--- config.mk ---
export PLATFORM = sky130hd
export DESIGN_NAME = stopwatch_tick_controller
export DESIGN_NICKNAME = d
export VERILOG_FILES = /design/src/rtl/stopwatch_tick_controller.sv
export SDC_FILE = /design/constraint.sdc
export NUM_CORES = 1
export LEC_CHECK = 0
export CAP_MARGIN = 5
export CORE_MARGIN = 5
export CORE_UTILIZATION = 55
export DETAILED_ROUTE_END_ITERATION = 7
export HOLD_SLACK_MARGIN = 0.02
export PLACE_DENSITY = 0.78
export SLEW_MARGIN = 20
export SYNTH_ARGS = -nofsm -noshare
export SYNTH_HDL_FRONTEND = slang
export SYNTH_SLANG_ARGS = --single-unit
--- constraint.sdc ---
create_clock -name clock_in -period 4 [get_ports clock_in]
set_clock_uncertainty 0.15 [all_clocks]
set_input_delay 0.8 -clock clock_in [delete_from_list [all_inputs] [get_ports clock_in]]
set_output_delay 0.8 -clock clock_in [all_outputs]
set_load 0.1 [all_outputs]
--- src/rtl/stopwatch_tick_controller.sv ---
// stopwatch_tick_controller: run/pause/clear sequencer and tick-rate prescaler; optional lap hold via LAP_FREEZE_EN
module stopwatch_tick_controller #(
  parameter int CNT_W      = 28,
  parameter int NORMAL_DIV = 500000,
  parameter int SLOW_DIV   = 100000000
) (
  input  logic clock_in,
  input  logic reset,
  input  logic start_stop,
  input  logic clear,
  input  logic slow_mode,
`ifdef LAP_FREEZE_EN
  input  logic lap,
  output logic display_hold,
`endif
  output logic tick,
  output logic clear_out,
  output logic running,
  output logic rate_slow
);
  typedef enum logic [1:0] {IDLE, RUN, PAUSE} state_t;
  localparam logic [CNT_W-1:0] NORM_M1 = CNT_W'(NORMAL_DIV - 1);
  localparam logic [CNT_W-1:0] SLOW_M1 = CNT_W'(SLOW_DIV - 1);
  state_t state_q, state_d;
  logic [CNT_W-1:0] cnt_q, cnt_d;
  logic tick_q, tick_d, clear_out_q, clear_out_d, running_q, rate_slow_q, rate_slow_d;
  logic wrap;
  // >= rather than == so a count left above a shorter divisor still wraps
  assign wrap = cnt_q >= (rate_slow_q ? SLOW_M1 : NORM_M1);
  always_comb begin
    state_d     = state_q;
    cnt_d       = cnt_q;
    tick_d      = 1'b0;
    clear_out_d = 1'b0;
    rate_slow_d = rate_slow_q;
    if (clear) begin
      state_d     = IDLE;
      cnt_d       = '0;
      clear_out_d = 1'b1;
      rate_slow_d = (state_q == IDLE) ? slow_mode : rate_slow_q;
    end else begin
      case (state_q)
        IDLE: begin
          cnt_d       = '0;
          rate_slow_d = slow_mode;
          state_d     = start_stop ? RUN : IDLE;
        end
        RUN: begin
          cnt_d       = wrap ? '0 : cnt_q + CNT_W'(1);
          tick_d      = wrap;
          rate_slow_d = wrap ? slow_mode : rate_slow_q;
          state_d     = start_stop ? PAUSE : RUN;
        end
        PAUSE:   state_d = start_stop ? RUN : PAUSE;
        default: state_d = IDLE;
      endcase
    end
  end
  always_ff @(posedge clock_in) begin
    if (reset) begin
      state_q     <= IDLE;
      cnt_q       <= '0;
      tick_q      <= 1'b0;
      clear_out_q <= 1'b0;
      running_q   <= 1'b0;
      rate_slow_q <= 1'b0;
    end else begin
      state_q     <= state_d;
      cnt_q       <= cnt_d;
      tick_q      <= tick_d;
      clear_out_q <= clear_out_d;
      running_q   <= (state_d == RUN);
      rate_slow_q <= rate_slow_d;
    end
  end
  assign tick      = tick_q;
  assign clear_out = clear_out_q;
  assign running   = running_q;
  assign rate_slow = rate_slow_q;
`ifdef LAP_FREEZE_EN
  logic hold_q, hold_d;
  assign hold_d = clear ? 1'b0 : (state_q == RUN && lap) ? ~hold_q : hold_q;
  always_ff @(posedge clock_in) begin
    if (reset) hold_q <= 1'b0;
    else hold_q <= hold_d;
  end
  assign display_hold = hold_q;
`endif
endmodule

; ---- Word level (Yosys, flattened, before mapping)
; Index checks and enable logic that the tools add are counted.
[op_classes]
order_cmp = 1
n_reduce_logical = 5
shifts = 0
eq_ne = 5
n_bitwise = 1
mul = 0
addsub = 1
muxes = 13
div_mod_pow = 0
[op_table]
columns = cell, n
row1 = 28-bit case mux with 2 select lines, 1
row2 = 28-bit by 1-bit adder with 28-bit output (second input constant), 1
row3 = 28-bit by 27-bit greater-or-equal comparator with 1-bit output, 1
row4 = 28-bit 2-to-1 mux, 1
row5 = 27-bit 2-to-1 mux, 1
row6 = 2-bit 2-to-1 mux, 3
row7 = 2-bit case mux with 3 select lines, 1
row8 = 1-bit 2-to-1 mux, 5
row9 = 2-bit by 1-bit == test with 1-bit output (second input constant), 2
row10 = 3-bit != test (second input constant), 1
row11 = 3-bit AND reduction, 1
row12 = 3-bit OR reduction, 1
row13 = 2-bit == test (second input constant), 1
row14 = 2-bit logical NOT, 1
row15 = 2-bit by 1-bit != test with 1-bit output (second input constant), 1
row16 = 1-bit case mux with 2 select lines, 1
row17 = 2-bit nonzero test, 1
row18 = 2-bit OR reduction, 1
row19 = 1-bit NOT, 1
[word_totals]
reg_bits = 34
memories = 0
latch_bits = 0
mem_bits_ro = 0
in_bits = 5
output_inout_bits = 4
mem_bits_rw = 0

; ---- Logic depth before layout (Yosys ltp)
[depth]
depth_word = 5
mapped_depth = 8
ltp_nobuf = 7

; ---- Least setup slack after synthesis
; OpenSTA, ideal clock, no wires.
[synth_timing]
path_kind = flip-flop to flip-flop
from = register rate_slow_q (netlist: rate_slow)
to = register rate_slow_q (netlist: rate_slow)
period_less_slack_ns = 3.142
arrival_ns = 2.870
n_path_buf = 1
setup_ns = 0.121
path_stages_with_launch = 9
path_slack_ns = 0.858
t_required_ns = 3.729
path_cell_list = dfxtp_1 > inv_1 > ha_1 > a21oi_1 > o21ai_0 > a221oi_4 > buf_6 > a31oi_2 > mux2i_1
[synth_between]
elab_chain_len = 4
[synth_rtl]
columns = item, line_no
row1 = from (decl), 26  ; logic tick_q, tick_d, clear_out_q, clear_out_d, running_q, rate_slow_q, rate_slow_d;
row2 = from (signal assigned), 73  ; rate_slow_q <= rate_slow_d;
row3 = 27-bit 2-to-1 mux, 29  ; assign wrap = cnt_q >= (rate_slow_q ? SLOW_M1 : NORM_M1);
row4 = 28-bit by 27-bit greater-or-equal comparator with 1-bit output, 29
row5 = 3-bit != test (no line), --
row6 = 3-bit AND reduction (no line), --
; No other way between the ends.
; A chain may end at the register's enable or synchronous reset.

; ---- Worst setup path in the final report
[layout_timing]
from = register rate_slow_q (netlist: rate_slow)
to = register cnt_q[10]
[layout_between]
elab_chain_len = 4
[layout_rtl]
columns = item, line_no
row1 = 27-bit 2-to-1 mux, 29
row2 = 28-bit by 27-bit greater-or-equal comparator with 1-bit output, 29
row3 = 28-bit 2-to-1 mux, 49  ; cnt_d = wrap ? '0 : cnt_q + CNT_W'(1);
row4 = 28-bit case mux with 2 select lines, 42  ; case (state_q)
row5 = to (signal assigned), 69  ; cnt_q <= cnt_d;
row6 = to (decl), 25  ; logic [CNT_W-1:0] cnt_q, cnt_d;
; No other way between the ends.

==> qor.txt <==
Initial Utilization = 57.1%
Largest net degree at the start of global routing = 29
IO buf count = 8
Die area = 5540 um^2
Share of power burned in registers = 51.9%
RSZ-0062 raised after global routing = false
Vias in the first global route = 1935
Overall Global Routing Usage = 22.2%
Maximum vdd drop = 0.189 mV
Post-synth EDFFs = 0
CTS tree = done
Total Power = 0.000665 W
FP Rows = 23
Comb power frac = 8.6%
Switch Pwr = 0.000165 W
Placed insts = 314
Register area = 681 um^2
Fillers = 371
DR vias = 2169
Synth cell types = 49
Fmax = 0.328 GHz
Drc violations = 0
# clock sinks = 34
Avg Vias per Cell = 6.74
DR pass1 iterations = 5
Multi-input logic area = 1450 um^2
Arrival time at the worst endpoint = 3.09 ns
Clock root cell = clkbuf_8
Register area share after synthesis = 29.8%
Ratio of cells with drive above 1 in the final layout = 8.09%
# IOs = 9
Total gr overflow = 0
P per Cell Area = 273 nW/um^2
Max-slew headroom = 33.7%
CP required = 4.05 ns
YS warnings = 0
Placeable Area = 4000 um^2
Crit path time final = 3.04 ns
Die height = 74.5 um
Die width = 74.5 um
Main synth FF type = dfxtp_1
# hold bufs at CTS = 0
H-tree depth = 2
Synthesis-stage register bit count = 34
Period utilisation layout = 76.1%
Worst setup path class = reg -> reg
Routed Antenna Nets = 0
First-pass GRT wire length = 9.46 mm
Highest net fanout along the worst path = 19
CTS buffer count = 5
Cell internal pwr = 0.000500 W
# diodes = 0
CTS clock-pin slew for the worst setup and hold paths = 0.07 ns
Mapped Avg Cell Area = 8.46 um^2
Cell area after synthesis = 2280 um^2
Endpoints failing hold = 0
Cells after synthesis = 270
Initial antenna violation count = 0
Count of non-filler cells in the finished layout = 322
Count of final max-slew check failures = 0
Net Sw Frac = 24.7%
Skew-Pair Late Insertion Delay = 0.29 ns
Crit. End Element = flip-flop
Outcome = finished, final reports clean
Area Overhead vs Synth = 6.57%
FFs w/ async S/R, synth = 0%
Crit path launch type = flip-flop
Hold Path Class = reg -> reg
Routed len/inst = 17.8 um
Nets = 289
Gates resized, CTS repair = 0
TNS Setup = 0 ns
Final WL = 5.72 mm
Clock power share = 39.5%
Worst slew pin tran = 0.987 ns
Max Cap Violations = 0
Setup violations, final = 0
Dpl hpwl = 4.12 mm
Mapped Nets = 288
Iteration-0 DRC Markers = 184
Routability cong. = 0.898
Clk buf depth = 2
Post-CTS setup buffers = 0
Static leakage = 0.761 nW
sequential cells by signal, summed over array words and instances (netlist names):
| register | flops |
|---|---|
| state_q | 2 |
| rate_slow | 1 |
| tick | 1 |
| cnt_q | 28 |
| running | 1 |
| clear_out | 1 |
stage by stage:
stage	setup slack (ns)	hold slack (ns)	area (um^2)	util, %
floorplan	0.858	0.302	2280	-
global placement	1.03	0.338	2330	58.4
detailed placement	0.894	0.333	2330	58.4
CTS	0.877	0.350	2430	60.7
global route	0.695	0.356	2430	60.9
finish	0.956	0.348	2430	60.9
cells by family (layout without fill, tap and decap cells):
group | after synthesis | in the layout | synth area share (%)
muxes | 4 | 4 | 1.81
buffers and inverters | 29 | 31 | 7.17
xor gates and xnor gates | 3 | 3 | 1.15
and+or+nand+nor | 124 | 124 | 31.9
AOI/OAI and AO/OA | 63 | 63 | 21.0
DFF | 34 | 34 | 29.8
adders and majority gates | 13 | 13 | 7.12
critical path: stages (launching register included):
cell	delay [ns]
dfxtp_1	0.42
inv_1	0.21
ha_1	0.38
a21oi_1	0.14
o21ai_0	0.16
a221oi_4	0.82
buf_4	0.34
a41oi_1	0.12
o22ai_1	0.21
power by group through the flow:
stage	combinational (W)	clock (W)	sequential, W
2_1_floorplan	0.0000304	0	0.000364
3_3_place_gp	0.0000553	0	0.000352
3_5_place_dp	0.0000570	0	0.000353
4_1_cts	0.0000572	0.000269	0.000345
5_1_grt	0.0000627	0.000283	0.000345
6_report	0.0000570	0.000263	0.000345
path summary, 6_finish.rpt:
| kind | from | to | slack, ns | cells past startpoint |
|---|---|---|---|---|
| worst max-delay path | rate_slow$_SDFFE_PP0P_ | cnt_q[10]$_SDFFE_PP0P_ | 0.96 | 8 |
| worst min-delay path | cnt_q[16]$_SDFFE_PP0P_ | cnt_q[16]$_SDFFE_PP0P_ | 0.35 | 1 |
| worst max register to register | rate_slow$_SDFFE_PP0P_ | cnt_q[10]$_SDFFE_PP0P_ | 0.96 | 8 |
| worst min register to register | cnt_q[16]$_SDFFE_PP0P_ | cnt_q[16]$_SDFFE_PP0P_ | 0.35 | 1 |
routing by layer:
metal  track usage, %  vias to the layer above  share of wire [%]
met5                0                        -                  0
met4             7.71                        0                1.6
met3             4.19                       12                6.9
met2             34.5                       78                 47
met1             30.7                     1023                 45
li1                 -                     1056                  -
layout make-up:
cell class              count  share of cell area [%]
multi-input cells         207                    59.5
flip-flops and latches     34                    28.0
repair buffers             12                    4.52
clock buffers               7                    3.55
well taps                  50                    2.57
inverters                  11                    1.70
clock inverters             1                   0.206
cell usage in the layout, fill, tap and decap left out, drive strengths merged, types with 8 or more instances in the layout:
| master | n |
|---|---|
| a31oi | 13 |
| a41oi | 18 |
| clkdlybuf4s50 | 8 |
| dfxtp | 34 |
| ha | 13 |
| inv | 11 |
| nand2 | 23 |
| nand3 | 15 |
| nand4 | 20 |
| nand4b | 8 |
| nor2 | 16 |
| o22ai | 9 |
cells in the mapped netlist, types with 2 or more instances:
cell	count	area [um^2]
a21boi_0	3	22.5
a21oi_1	6	30.0
a31oi_1	12	75.1
a41oi_1	18	158
and2_1	5	31.3
and3_1	5	31.3
and4_1	5	43.8
buf_2	5	25.0
buf_6	6	67.6
clkbuf_1	6	22.5
dfxtp_1	34	681
ha_1	13	163
inv_1	11	41.3
mux2i_1	3	30.0
nand2_1	23	86.3
nand2b_1	7	43.8
nand3_1	15	75.1
nand4_1	19	119
nand4b_1	7	61.3
nor2_1	16	60.1
nor2b_1	2	12.5
nor3_1	5	25.0
nor4_1	5	31.3
o21ai_0	2	10.0
o21ai_1	4	20.0
o22ai_1	9	56.3
xor2_1	2	17.5
(Power assumes the default switching activity.)
